File: src/rtl/behavioral_light_occupancy_ctrl.sv
// Room-light controller: debounced light/occupancy sensors, hold-after-vacancy timer,
// manual on/off override and a post-manual-off lockout window.
module behavioral_light_occupancy_ctrl #(
  parameter int unsigned DEB_CYCLES  = 16,
  parameter int unsigned HOLD_CYCLES = 1000
) (
  input  logic       clk,
  input  logic       rst,
  input  logic       in1,
  input  logic       in2,
  input  logic       man_on,
  input  logic       man_off,
  output logic       out1,
  output logic [2:0] state,
  output logic       hold_active
);

  localparam int unsigned DCW = $clog2(DEB_CYCLES + 1);
  localparam int unsigned HCW = (HOLD_CYCLES > 1) ? $clog2(HOLD_CYCLES) : 1;
  localparam logic [DCW-1:0] DebLast  = DCW'(DEB_CYCLES - 1);
  localparam logic [HCW-1:0] HoldLoad = HCW'(HOLD_CYCLES - 1);

  typedef enum logic [2:0] {
    StOff     = 3'd0,
    StOn      = 3'd1,
    StHold    = 3'd2,
    StManual  = 3'd3,
    StLockout = 3'd4
  } state_e;

  // Bit 0 carries the light sensor, bit 1 the occupancy sensor.
  logic [1:0]     s1_q, s2_q, deb_q;
  logic [DCW-1:0] deb_cnt_q [2];

  always_ff @(posedge clk) begin
    if (rst) begin
      s1_q         <= '0;
      s2_q         <= '0;
      deb_q        <= '0;
      deb_cnt_q[0] <= '0;
      deb_cnt_q[1] <= '0;
    end else begin
      s1_q <= {in2, in1};
      s2_q <= s1_q;
      for (int i = 0; i < 2; i++) begin
        if (s2_q[i] != deb_q[i]) begin
          if (deb_cnt_q[i] == DebLast) begin
            deb_q[i]     <= s2_q[i];
            deb_cnt_q[i] <= '0;
          end else begin
            deb_cnt_q[i] <= deb_cnt_q[i] + DCW'(1);
          end
        end else begin
          deb_cnt_q[i] <= '0;
        end
      end
    end
  end

  logic light_d, pres_d;
  assign light_d = deb_q[0];
  assign pres_d  = deb_q[1];

  state_e         state_q, state_d;
  logic [HCW-1:0] hold_cnt_q, hold_cnt_d;
  logic           out1_q, out1_d, hold_active_q, hold_active_d;
  logic           man_on_only, man_off_only;

  // A simultaneous on/off pair cancels out; the sensor rules then decide.
  assign man_on_only  = man_on & ~man_off;
  assign man_off_only = man_off & ~man_on;

  always_comb begin
    state_d    = state_q;
    hold_cnt_d = hold_cnt_q;
    if (man_on_only) begin
      state_d = StManual;
    end else if (man_off_only && (state_q == StOn || state_q == StHold)) begin
      state_d    = StLockout;
      hold_cnt_d = HoldLoad;
    end else if (man_off_only && state_q == StManual) begin
      state_d = StOff;
    end else begin
      case (state_q)
        StOff: if (!light_d && pres_d) state_d = StOn;
        StOn: begin
          if (light_d) begin
            state_d = StOff;
          end else if (!pres_d) begin
            state_d    = StHold;
            hold_cnt_d = HoldLoad;
          end
        end
        StHold: begin
          if (light_d) state_d = StOff;
          else if (pres_d) state_d = StOn;
          else if (hold_cnt_q == '0) state_d = StOff;
          else hold_cnt_d = hold_cnt_q - HCW'(1);
        end
        StManual: ;
        StLockout: begin
          if (pres_d) hold_cnt_d = HoldLoad;
          else if (hold_cnt_q == '0) state_d = StOff;
          else hold_cnt_d = hold_cnt_q - HCW'(1);
        end
        default: state_d = StOff;
      endcase
    end
    if (state_d != StHold && state_d != StLockout) hold_cnt_d = '0;
    out1_d        = (state_d == StOn) || (state_d == StHold) || (state_d == StManual);
    hold_active_d = (state_d == StHold) || (state_d == StLockout);
  end

  always_ff @(posedge clk) begin
    if (rst) begin
      state_q       <= StOff;
      hold_cnt_q    <= '0;
      out1_q        <= 1'b0;
      hold_active_q <= 1'b0;
    end else begin
      state_q       <= state_d;
      hold_cnt_q    <= hold_cnt_d;
      out1_q        <= out1_d;
      hold_active_q <= hold_active_d;
    end
  end

  assign out1        = out1_q;
  assign state       = state_q;
  assign hold_active = hold_active_q;

endmodule

File: config.mk
export PLATFORM = sky130hd
export DESIGN_NAME = behavioral_light_occupancy_ctrl
export DESIGN_NICKNAME = d
export VERILOG_FILES = /design/src/rtl/behavioral_light_occupancy_ctrl.sv
export SDC_FILE = /design/constraint.sdc
export NUM_CORES = 1
export LEC_CHECK = 0
export CAP_MARGIN = 5
export CORE_MARGIN = 1.5
export CORE_UTILIZATION = 36
export DETAILED_ROUTE_END_ITERATION = 10
export RECOVER_POWER = 100
export SLEW_MARGIN = 10
export SYNTH_ARGS = -nofsm -noshare
export SYNTH_HDL_FRONTEND = slang
export SYNTH_SLANG_ARGS = --single-unit
File: constraint.sdc
create_clock -name clk -period 2.3 [get_ports clk]
set_input_delay 0.46 -clock clk [delete_from_list [all_inputs] [get_ports clk]]
set_output_delay 0.46 -clock clk [all_outputs]
set_load 0.01 [all_outputs]
* Yosys cells after proc, flatten, opt, wreduce, memory -nomap -nowiden
Memories as Yosys holds them, arrays and structs flattened.
Index checks and enable logic that the tools add are counted.
** Cells by class
- Add/subtract/negate cells :: 3
- Multipliers :: 0
- Divide/modulo/power cells :: 0
- Magnitude comparators :: 0
- Equal/unequal tests :: 19
- Shift operators :: 0
- Mux-type cells :: 50
- Bitwise gates (word level) :: 11
- Reduce and logical (&&, ||, !) cells :: 16
** Operator list (number)
- 10-bit 2-to-1 mux :: 8
- 3-bit 2-to-1 mux :: 10
- 5-bit 2-to-1 mux :: 6
- 10-bit one-hot mux with 3 select lines :: 1
- 1-bit 2-to-1 mux :: 24
- 3-bit by 2-bit inequality test with 1-bit output (second input constant) :: 5
- 3-bit one-hot mux with 5 select lines :: 1
- 3-bit by 2-bit equality test with 1-bit output (second input constant) :: 4
- 5-bit by 1-bit adder with 5-bit output (second input constant) :: 2
- 5-bit by 4-bit equality test with 1-bit output (second input constant) :: 2
- 10-bit logical NOT :: 1
- 10-bit by 1-bit subtractor with 10-bit output (second input constant) :: 1
- 7-bit AND reduction :: 1
- 3-bit by 1-bit equality test with 1-bit output (second input constant) :: 2
- 3-bit equality test (second input constant) :: 2
- 1-bit OR :: 6
- 1-bit logical AND :: 4
- 1-bit logical OR :: 4
- 2-bit AND reduction :: 2
- 4-bit nonzero test :: 1
- 3-bit logical NOT :: 1
- 3-bit inequality test (second input constant) :: 1
- 1-bit NOT :: 3
- 1-bit AND :: 2
- other kinds (4) :: 5
** Storage, ports and cells
- Register bits after elaboration :: 21
- Latch bits :: 0
- Memory bits (writable) :: 10
- Memory bits (read-only) :: 0
- Bits of input ports :: 6
- Output and inout port bits :: 5
- Logic and storage cells :: 108
- Memories kept :: 1
** Memory list
- deb_cnt_q :: words 2, bits a word 5, rd ports 2, clocked after Yosys merged registers in 0, write ports 2, RTL line 33 : logic [DCW-1:0] deb_cnt_q [2];

* Longest topological paths before layout
- Depth after elaboration :: 11
- Gate-level depth with buffers :: 8

* Worst setup path before layout
No wires, ideal clock.
- Kind :: register to register
- Start :: register deb_q[1]
- End :: register hold_cnt_q[4]
- Setup time :: 0.066 ns
- Arrival time :: 1.874 ns
- Slack :: 0.360 ns
- Stages on the path, launching flop included :: 7
- Cells stage by stage :: dfxtp_1 > buf_6 > or4b_4 > a211oi_2 > nor3_2 > or4b_4 > a21oi_2
** On the way
- Longest elaborated chain between the ends :: 9
- Elaborated cells between the ends (all ways) :: 22
** Ends and longest elaborated chain
- start: declaration :: RTL line 32 : logic [1:0] s1_q, s2_q, deb_q;
- start signal: indexed assignment :: RTL line 48 : deb_q[i] <= s2_q[i];
- 3-bit 2-to-1 mux, or another cell as far along :: RTL line 96 : else if (pres_d) state_d = StOn;
- 3-bit 2-to-1 mux, on equally long branches :: RTL line 95, 85, 87
- 3-bit one-hot mux with 5 select lines :: RTL line 84 : case (state_q)
- 3-bit 2-to-1 mux :: RTL line 81 : end else if (man_off_only && state_q == StManual) begin
- 3-bit 2-to-1 mux :: RTL line 78 : end else if (man_off_only && (state_q == StOn || state_q == StHold)) begin
- 3-bit 2-to-1 mux :: RTL line 76 : if (man_on_only) begin
- 3-bit by 2-bit inequality test with 1-bit output or 3-bit inequality test (tied branches) :: RTL line 109 : if (state_d != StHold && state_d != StLockout) hold_cnt_d = '0;
- 1-bit logical AND :: RTL line 109
- 2-bit OR reduction (no source line)
- end signal: assignment :: RTL line 122 : hold_cnt_q <= hold_cnt_d;
- end: declaration :: RTL line 65 : logic [HCW-1:0] hold_cnt_q, hold_cnt_d;
Several ways; a longest one is shown, not always the timed one. The select of a mux whose other input is x is not followed.
A chain may end at the register's enable or synchronous reset.

* Worst setup path in the final report
- Start :: register hold_cnt_q[0]
- End :: register hold_cnt_q[4]
** On the way
- Longest elaborated chain between the ends :: 11
- Elaborated cells between the ends (all ways) :: 21
** Ends and longest elaborated chain
- 10-bit logical NOT :: RTL line 97, 103
- 3-bit 2-to-1 mux :: RTL line 97, 103
- 3-bit 2-to-1 mux :: RTL line 96
- 3-bit 2-to-1 mux :: RTL line 95 : if (light_d) state_d = StOff;
- 3-bit one-hot mux with 5 select lines :: RTL line 84
- 3-bit 2-to-1 mux :: RTL line 81
- 3-bit 2-to-1 mux :: RTL line 78
- 3-bit 2-to-1 mux :: RTL line 76
- 3-bit by 2-bit inequality test with 1-bit output or 3-bit inequality test (tied branches) :: RTL line 109
- 1-bit logical AND :: RTL line 109
- 2-bit OR reduction (no source line)
Several ways; a longest one is shown, not always the timed one. The select of a mux whose other input is x is not followed.

==> metrics.csv <==
metric,value,unit
hold buffer count at cts,0,
"Area growth, synth to finish",19.8,%
1st-iter DRT viols,45,
setup bufs post-CTS,0,
share of the synthesized area in the top cell type,26.7,%
detailed-placement wirelength estimate,2.35,mm
total via count in the routed design,1343,
maximum root-to-sink buffer count,2,
total overflow reported by the global router,0,
post-route fraction of the period consumed by the critical path,88.3,%
mean routed wirelength per cell,13.1,um
final weighted congestion of routability-driven global placement,0.901,
layout net count,205,
number of inserted diodes,0,
number of I/O port buffers,10,
number of antenna violations at the first check in global routing,0,
run status,finished clean,
category of the worst setup path capture point,flop,
final wirelength,3.21,mm
post-cts repair resize count,0,
deepest level of the CTS H-tree,2,
final count of pins violating max slew,0,
proportion of register bits with asynchronous set or reset after synthesis,0,%
Detailed Routing Iterations Pass 1,4,
worst-path fanout max,4,
Hold Fails Final Rpt,0,
Max Clock Skew,0.00212,ns
clock net sink count,31,
Startpoint Class,flop,
Via-to-Cell Ratio,5.48,
number of synthesized flops with an enable pin,10,
"flops & latches, synth",31,
ys flop type,sky130_fd_sc_hd__dfxtp_1,
leakage power of the design,0.753,nW
"Seq/Total Area, Yosys",45.7,%
cell taking the most area after synthesis,sky130_fd_sc_hd__dfxtp_1,
Commonest cells post-synth,"sky130_fd_sc_hd__dfxtp_1 (21), sky130_fd_sc_hd__nor2_1 (21), sky130_fd_sc_hd__a21oi_1 (10), sky130_fd_sc_hd__edfxtp_1 (10)",
type of the worst setup path,reg2reg,
row cnt,23,
total CTS buffers,5,
Setup-failing EPs final,0,
synth top area cells,"sky130_fd_sc_hd__dfxtp_1 (27%), sky130_fd_sc_hd__edfxtp_1 (19%), sky130_fd_sc_hd__nor2_1 (5.0%)",
fraction of final layout cells with drive strength greater than 1,13.3,%
buffer cell driving the clock tree root,sky130_fd_sc_hd__clkbuf_8,
remaining design rule violation count,0,
via count of the first global-routing pass,1195,
worst min-delay path class,reg2reg,
die outline area,0.00479,sq mm
Post-Synthesis Cells,164,
Tmin final,2.03,ns
area of the mapped netlist,0.00158,sq mm
Initial Utilization,38.3,%
Skew-Pair Late Insertion Delay,0.28,ns
maximum number of pins on one net before global-route repair,14,
die width,69.2,um
area of the placeable core,0.00412,sq mm
max-cap viol count,0,
maximum achievable frequency,492,MHz
vertical die dimension,69.2,um
clock-pin slew reported for the worst setup and hold paths after clock tree synthesis,0.06,ns
yosys synthesis warning count,0,
Tot GR Track Use,14.0,%
PD cells,619,mW/mm^2
Setup WS post-layout,0.269,ns
setup TNS after final layout,0,ns
endpoint required time on the critical path,2.52,ns
CTS tree,built,
arrival time reported for the critical path endpoint,2.25,ns
count of cell types in the netlist,46,
RSZ-0062 raised after global routing,false,
first-pass GRT wire length,5.40,mm
average instance area after synthesis,9.61,sq um
largest voltage drop on the vdd net,335,uV
number of I/O pins,11,
number of routed nets with antenna violations,0,
Post-Place Setup Slack,0.0377,ns
[stage by stage]
| step | total power, W | cell area, sq um | utilization [%] | hold slack (ns) | instances |
|---|---|---|---|---|---|
| CTS | 0.00118 | 1910 | 46.4 | 0.448 | 245 |
| finish | 0.00117 | 1890 | 45.9 | 0.441 | 245 |
| detailed placement | 0.000777 | 1830 | 44.4 | 0.433 | 237 |
| global route | 0.00122 | 1890 | 45.9 | 0.462 | 245 |
| floorplan | 0.000716 | 1610 | - | 0.414 | 173 |
| global placement | 0.000770 | 1830 | 44.4 | 0.418 | 237 |
[worst max-delay path: stages, from the launching register on]
cell	delay, ns
sky130_fd_sc_hd__dfxtp_1	0.32
sky130_fd_sc_hd__inv_1	0.09
sky130_fd_sc_hd__ha_1	0.20
sky130_fd_sc_hd__or3b_2	0.51
sky130_fd_sc_hd__a21oi_1	0.22
sky130_fd_sc_hd__or4b_4	0.49
sky130_fd_sc_hd__a21oi_2	0.13
[placed cells by master (no fill, tap or decap), types with 4 or more instances in the layout]
master                             n
sky130_fd_sc_hd__nor3_1            7
sky130_fd_sc_hd__inv_1             8
sky130_fd_sc_hd__edfxtp_1         10
sky130_fd_sc_hd__ha_1              5
sky130_fd_sc_hd__o21ai_0           8
sky130_fd_sc_hd__xnor2_1           5
sky130_fd_sc_hd__or3_1             6
sky130_fd_sc_hd__conb_1           10
sky130_fd_sc_hd__dlygate4sd3_1     6
sky130_fd_sc_hd__buf_4             6
sky130_fd_sc_hd__a21oi_1          10
sky130_fd_sc_hd__clkbuf_8          5
sky130_fd_sc_hd__nor2_1           21
sky130_fd_sc_hd__nor2b_1           6
sky130_fd_sc_hd__clkdlybuf4s50_1   4
sky130_fd_sc_hd__dfxtp_1          21
[power by group]
part / internal, W / switching, W / leakage (nW)
logic: 0.0000741 / 0.0000875 / 0.432
registers: 0.000584 / 0.0000148 / 0.274
clock network: 0.000207 / 0.000201 / 0.0477
total: 0.000864 / 0.000304 / 0.753
[layer usage]
metal	track usage [%]	routed length [um]	part of all wire (%)
met5	0	0	0
met4	6.32	57	1.8
met3	4.65	210	6.5
met2	21.2	1430	45
met1	18.1	1510	47
[layout make-up]
class | count | area [sq um]
Tap cell | 50 | 62.6
Clock inverter | 3 | 15.0
Fill cell | 399 | 2230
Inverter | 8 | 30.0
Clock buffer | 5 | 68.8
Multi-Input combinational cell | 128 | 826
Sequential cell | 31 | 721
Timing Repair Buffer | 20 | 165
[flip-flops by register name, indices dropped and copies added, names as in the netlist]
signal,count
hold_cnt_q,10
state,3
deb_q,2
s2_q,2
out1,1
deb_cnt_q,10
s1_q,2
hold_active,1
[final timing paths]
check                           depth (start not counted)  slack, ns                  startpoint                         end
worst max-delay path                                    6       0.27  hold_cnt_q[0]$_SDFFE_PP0P_  hold_cnt_q[4]$_SDFFE_PP0P_
worst min-delay path                                    1       0.44          s1_q[0]$_SDFF_PP0_          s2_q[0]$_SDFF_PP0_
worst max register to register                          6       0.27  hold_cnt_q[0]$_SDFFE_PP0P_  hold_cnt_q[4]$_SDFFE_PP0P_
worst min register to register                          1       0.44          s1_q[0]$_SDFF_PP0_          s2_q[0]$_SDFF_PP0_
[cells by family (layout without fill, tap and decap cells)]
logic type                 after synthesis  in the layout  share of synthesized area (%)
adders and majority gates                5              5                           3.97
buffers and inverters                   14             36                           4.05
DFF                                     31             31                           45.7
other                                    1             10                          0.238
and+or+nand+nor                         65             65                           24.2
muxes                                    2              2                           1.27
xor gates and xnor gates                 7              7                           3.89
AOI/OAI and AO/OA                       39             39                           16.7
(Power assumes the default switching activity.)
